File: src/rtl/sha_msg_sched_if.sv
// sha_msg_sched_if: block-load and round-schedule signals of the SHA-256
// message schedule stage. master = block source / round control side,
// slave = schedule stage.
interface sha_msg_sched_if #(
  parameter int WORD_W   = 32,
  parameter int CNT_SIZE = 6
);
  logic                i_load_valid;
  logic                o_load_ready;
  logic [WORD_W-1:0]   i_load_word;
  logic                i_cnt_en;
  logic [CNT_SIZE-1:0] i_count;
  logic                o_w_valid;
  logic [WORD_W-1:0]   o_w;
  logic                o_sched_done;
  logic                o_round_err;

  modport master (
    output i_load_valid, i_load_word, i_cnt_en, i_count,
    input  o_load_ready, o_w_valid, o_w, o_sched_done, o_round_err
  );

  modport slave (
    input  i_load_valid, i_load_word, i_cnt_en, i_count,
    output o_load_ready, o_w_valid, o_w, o_sched_done, o_round_err
  );
endinterface

File: src/rtl/sha_msg_sched.sv
// sha_msg_sched: SHA-256 message schedule. Loads 16 words of a block, then
// emits W[t] for t=0..63, one per round advance (i_cnt_en), using a 16-word
// sliding window. Optional macro ROUND_CHK_EN builds a sticky round-index
// cross-check against the external counter (o_round_err); without it the
// flag is tied low.
module sha_msg_sched #(
  parameter int WORD_W   = 32,
  parameter int ROUNDS   = 64,
  parameter int CNT_SIZE = 6
) (
  input logic          clk,
  input logic          reset_n,
  sha_msg_sched_if.slave bus
);

  typedef enum logic [1:0] {LOAD, RUN, DONE} state_t;

  state_t              state;
  logic [3:0]          idx;
  logic [CNT_SIZE-1:0] t;
  logic [WORD_W-1:0]   window [16];
  logic                done;
  logic [WORD_W-1:0]   new_word;
  logic                accept;
  logic                advance;

  function automatic logic [31:0] ssig0(input logic [31:0] x);
    return {x[6:0], x[31:7]} ^ {x[17:0], x[31:18]} ^ (x >> 3);
  endfunction

  function automatic logic [31:0] ssig1(input logic [31:0] x);
    return {x[16:0], x[31:17]} ^ {x[18:0], x[31:19]} ^ (x >> 10);
  endfunction

  assign bus.o_load_ready = reset_n && (state == LOAD);
  assign accept           = bus.i_load_valid && bus.o_load_ready;
  assign advance          = (state == RUN) && bus.i_cnt_en;
  assign bus.o_w_valid    = (state == RUN);
  assign bus.o_w          = (state == RUN) ? window[0] : '0;
  assign bus.o_sched_done = done;

  // Next schedule word entering the top of the window
  always_comb begin
    new_word = ssig1(window[14]) + window[9] + ssig0(window[1]) + window[0];
  end

  // Load / run / done sequencing with window storage
  always_ff @(posedge clk or negedge reset_n) begin
    if (!reset_n) begin
      state <= LOAD;
      idx   <= '0;
      t     <= '0;
      done  <= 1'b0;
      for (int unsigned k = 0; k < 16; k++) window[k] <= '0;
    end else begin
      case (state)
        LOAD: begin
          done <= 1'b0;
          if (accept) begin
            window[idx] <= bus.i_load_word;
            if (idx == 4'd15) begin
              idx   <= '0;
              t     <= '0;
              state <= RUN;
            end else begin
              idx <= idx + 4'd1;
            end
          end
        end
        RUN: begin
          if (bus.i_cnt_en) begin
            for (int unsigned k = 0; k < 15; k++) window[k] <= window[k+1];
            window[15] <= new_word;
            if (t == CNT_SIZE'(ROUNDS - 1)) begin
              t     <= '0;
              done  <= 1'b1;
              state <= DONE;
            end else begin
              t <= t + 1'b1;
            end
          end
        end
        default: begin
          done  <= 1'b0;
          state <= LOAD;
        end
      endcase
    end
  end

`ifdef ROUND_CHK_EN
  logic round_err;

  assign bus.o_round_err = round_err;

  // Sticky round mismatch; a new block's first accepted word clears it
  always_ff @(posedge clk or negedge reset_n) begin
    if (!reset_n) begin
      round_err <= 1'b0;
    end else if (accept && (idx == 4'd0)) begin
      round_err <= 1'b0;
    end else if (advance && (bus.i_count != t)) begin
      round_err <= 1'b1;
    end
  end
`else
  logic unused_round_chk;

  assign bus.o_round_err = 1'b0;
  assign unused_round_chk = advance ^ (^bus.i_count);
`endif

endmodule

File: src/flat_wrapper.sv
// flat-port wrapper written by rule: the top's interface ports become plain ports
module sha_msg_sched_flat 
#(
  parameter int WORD_W   = 32,
  parameter int ROUNDS   = 64,
  parameter int CNT_SIZE = 6
)
  (clk, reset_n, bus_i_load_valid, bus_i_load_word, bus_i_cnt_en, bus_i_count, bus_o_load_ready, bus_o_w_valid, bus_o_w, bus_o_sched_done, bus_o_round_err);
  sha_msg_sched_if #(.WORD_W(WORD_W), .CNT_SIZE(CNT_SIZE)) bus_i ();
  input logic clk;
  input logic reset_n;
  input wire logic [$bits(bus_i.i_load_valid)-1:0] bus_i_load_valid;
  input wire logic [$bits(bus_i.i_load_word)-1:0] bus_i_load_word;
  input wire logic [$bits(bus_i.i_cnt_en)-1:0] bus_i_cnt_en;
  input wire logic [$bits(bus_i.i_count)-1:0] bus_i_count;
  output wire logic [$bits(bus_i.o_load_ready)-1:0] bus_o_load_ready;
  output wire logic [$bits(bus_i.o_w_valid)-1:0] bus_o_w_valid;
  output wire logic [$bits(bus_i.o_w)-1:0] bus_o_w;
  output wire logic [$bits(bus_i.o_sched_done)-1:0] bus_o_sched_done;
  output wire logic [$bits(bus_i.o_round_err)-1:0] bus_o_round_err;
  assign bus_i.i_load_valid = bus_i_load_valid;
  assign bus_i.i_load_word = bus_i_load_word;
  assign bus_i.i_cnt_en = bus_i_cnt_en;
  assign bus_i.i_count = bus_i_count;
  assign bus_o_load_ready = bus_i.o_load_ready;
  assign bus_o_w_valid = bus_i.o_w_valid;
  assign bus_o_w = bus_i.o_w;
  assign bus_o_sched_done = bus_i.o_sched_done;
  assign bus_o_round_err = bus_i.o_round_err;
  sha_msg_sched #(.WORD_W(WORD_W), .ROUNDS(ROUNDS), .CNT_SIZE(CNT_SIZE)) u_core (.clk(clk), .reset_n(reset_n), .bus(bus_i));
endmodule
File: config.mk
export PLATFORM = sky130hd
export DESIGN_NAME = sha_msg_sched_flat
export DESIGN_NICKNAME = d
export VERILOG_FILES = /design/src/rtl/sha_msg_sched_if.sv /design/src/rtl/sha_msg_sched.sv /design/src/flat_wrapper.sv
export SDC_FILE = /design/constraint.sdc
export NUM_CORES = 1
export LEC_CHECK = 0
export CAP_MARGIN = 20
export CORE_AREA = 2 2 214 216
export DETAILED_ROUTE_END_ITERATION = 10
export DIE_AREA = 0 0 216 218
export HOLD_SLACK_MARGIN = 0.06
export PLACE_DENSITY_LB_ADDON = 0.1
export SLEW_MARGIN = 10
export SYNTH_ARGS = -nofsm -noshare
export SYNTH_HDL_FRONTEND = slang
export SYNTH_SLANG_ARGS = --single-unit
File: constraint.sdc
create_clock -name clk -period 4.7 [get_ports clk]
set_clock_uncertainty 0.15 [all_clocks]
set_input_delay 1.41 -clock clk [delete_from_list [all_inputs] [get_ports clk]]
set_output_delay 1.41 -clock clk [all_outputs]
set_load 0.05 [all_outputs]
==> metrics.txt <==
status=completed; worst slew pin tran=1120 ps; Starting Density=around 62%; final worst slack=~65 ps; Setup WS pre-CTS=between 90 and 100 ps; die width=216 um; Area Overhead vs Synth=13.0%; RSZ-0062 raised after global routing=false; post-synthesis sequential element count=525; Yosys top cell area share=a little under half; Die ar.=roughly 47000 um2; Critical Path End Type=flip-flop; total negative setup slack=0 ps; Clk pwr share=21.6%; wire per inst=about 24 um; largest incremental delay on the critical path=roughly 640 ps; Fmax=about 0.22 GHz; drt via density=between 6 and 7; H-tree depth=2; Lkg Pwr=between 10 and 15 nW; grt ovf=0; Setup Crit Path Kind=reg2reg; Post-synth EDFFs=0; TritonCTS clock tree=yes; DR pass1 iterations=6; Area contributors post-synth=dfrtp_1, a22oi_1, o21ai_0, nand2_1, fa_1; Slew Viols, Final=0; min cycle time layout=approximately 4600 ps; buffer and inverter count on the worst path=2; YS warnings=0; Total GRT Usage=a little under two fifths; Sw Pwr=~9.8 mW; peak supply drop=around 430 uV; Startpoint Class=flip-flop; # nets final=a little over 3000; first-iteration detailed-routing DRC count=about 3300; internal power=~13 mW; CP max stage cell=xnor2_1; HPWL Detailed=slightly below 60 mm; ANT cells=0; first-pass GRT wire length=135 mm; GP Congestion=between 1 and 1.5; Sw Share=a little over two fifths; share of layout cells above drive strength 1=a little under a tenth; row count=78; most common cell in the netlist=dfrtp_1; Worst EP arrival=~5100 ps; cells after synthesis=3059; drt drc=0; Power Dens Cells=704 nW/um2; Worst-path clk slew=70 ps; share of power burned in registers=just under 30%; largest net degree at the start of global routing=210; hold crit path type=reg2reg; I/O pin total=78; Final Hold Viols=0; number of CTS-inserted buffers=55; clk_lat worst skew=~650 ps; initial antenna violation count=0; Final Cell Area=about 32000 um2; Core ar.=44900 um2; Slew Limit Headroom=approximately 25%; Setup Fix Bufs, Post-CTS=0; Synth area leader=dfrtp_1; max cap viols=0; DIE HEIGHT=218 um; period utilisation layout=between 90% and 100%; clock sinks=between 500 and 600; logic gate share of total power=about half; Crit Path Max Fanout=6; Post-synth top flop=dfrtp_1; Placed Area=just under 30000 um2; WP data required=about 5100 ps; Netlist cell types=~70; DRT Wirelength=~90 mm; vias in the first global route=22100; Post-synth top cells=dfrtp_1, nand2_1, o21ai_0; via count=about 23000; kind of cell adding the most delay to the critical path=adder cells; post-route ant nets=0; syn_area_per_cell=about 9.2 um2; cell area after synthesis=28000 um2; CP Cell Sequence=xnor2_1 -> xnor2_1 -> fa_1 -> inv_1 -> fa_1 -> inv_1 -> ha_1 -> nand2_1 -> o21ai_0 -> nand2b_1 -> o22ai_1 -> a21oi_2 -> a31oi_1 -> or4_1 -> nand3_1; syn_nets=approximately 3200; Clock Path Buffers=3; Final Setup Violations=0; sequential share of the synthesized area=between 40% and 50%; I/O Buffers=70; Post-synth ARST share=100%; CTS root buf=clkbuf_16
==> sequential cells by signal, indices dropped and copies added (netlist names) <==
| register | flops |
|---|---|
| u_core.state | 2 |
| u_core.window | 512 |
| u_core.idx | 4 |
| u_core.t | 6 |
| u_core.bus.o_sched_done | 1 |
==> path summary, 6_finish.rpt <==
| check | startpoint | to | slack, ps | cells past startpoint |
|---|---|---|---|---|
| worst min register to register | u_core.window[293] | u_core.window[293] | 330 | 2 |
| worst min-delay path | u_core.window[293] | u_core.window[293] | 330 | 2 |
| max in group asynchronous | reset_n | u_core.window[49] | 2120 | 3 |
| min in group asynchronous | reset_n | u_core.window[36] | 680 | 2 |
| worst max-delay path | u_core.window[457] | u_core.window[28] | 60 | 15 |
| worst max register to register | u_core.window[457] | u_core.window[28] | 60 | 15 |
==> cells by family (layout without fill, tap and decap cells) <==
group / after synthesis / after routing / share of synthesized area (%)
AND/OR/NAND/NOR: 703 / 703 / 10.5
flip-flops: 525 / 525 / 46.9
buffers and inverters: 468 / 424 / 6.54
AO/OA/AOI/OAI: 1118 / 1118 / 25.4
adder cells (fa/ha/maj): 98 / 98 / 6.04
XOR/XNOR: 144 / 144 / 4.50
other: 1 / 1 / 0.0134
multiplexers: 2 / 2 / 0.0715
==> per-stage QoR <==
stage                     utilization (%)  total power, mW  std cells  hold WS, ps
after floorplan                         -             13.8       3059          300
after global placement               65.8             16.9       3513          311
after detailed placement             65.9             17.1       3515          320
after CTS                            70.4             22.0       3615          334
after global routing                 70.5             23.6       3615          348
final                                70.5             22.3       3615          329
==> power groups by stage <==
stage / logic [mW] / registers [mW] / clock network, mW
global route: 12.0 / 6.61 / 5.04
floorplan: 7.76 / 6.09 / 0
finish: 10.9 / 6.52 / 4.82
detailed placement: 10.6 / 6.54 / 0
CTS: 10.7 / 6.47 / 4.85
global placement: 10.4 / 6.48 / 0
==> tightest hold or removal path: cells and delay by family (launching register included) <==
| family | cells | cell delay (ps) |
|---|---|---|
| flip-flops | 1 | 340 |
| AO/OA/AOI/OAI | 1 | 60 |
| AND/OR/NAND/NOR | 1 | 40 |
==> metal layers <==
metal	wire (um)	up-vias	global-route usage [%]	part of all wire, %
met3	8120	157	6.93	9.3
met1	37600	11500	56.3	43
met5	0	-	0	0
met4	3140	0	13.0	3.6
li1	-	10500	-	-
met2	38600	1205	54.8	44
==> layout by cell type (no fill, tap or decap), types with 9 or more instances in the layout <==
| master | count |
|---|---|
| nand2_1 | 492 |
| clkbuf_1 | 10 |
| inv_1 | 134 |
| o21ai_4 | 15 |
| a31oi_1 | 9 |
| and2_1 | 23 |
| o21ai_0 | 478 |
| clkbuf_16 | 55 |
| nor2_1 | 87 |
| a21oi_1 | 58 |
| o21ai_1 | 10 |
| ha_1 | 36 |
| buf_4 | 112 |
| fa_1 | 62 |
| nand3_1 | 14 |
| a221oi_1 | 43 |
| clkdlybuf4s50_1 | 35 |
| buf_12 | 41 |
| nor2b_1 | 38 |
| dfrtp_1 | 524 |
| clkbuf_8 | 15 |
| bufinv_16 | 9 |
| a21o_1 | 12 |
| a22oi_1 | 457 |
| and3_1 | 11 |
| xor2_1 | 22 |
| xnor2_1 | 119 |
==> layout make-up <==
type / instances / area (um2)
clock buffers: 80 / 1620
fillers: 3413 / 13300
flip-flops and latches: 525 / 13100
repair buffers: 189 / 2030
clock inverters: 20 / 385
inverters: 135 / 514
well taps: 600 / 751
multi-input cells: 2066 / 13200
==> timing repair <==
action	CTS	global route
endpoints found under the setup margin	0	7
resized for setup	0	10
hold buffers	0	0
Note: power is estimated with default switching activity, not from simulation.
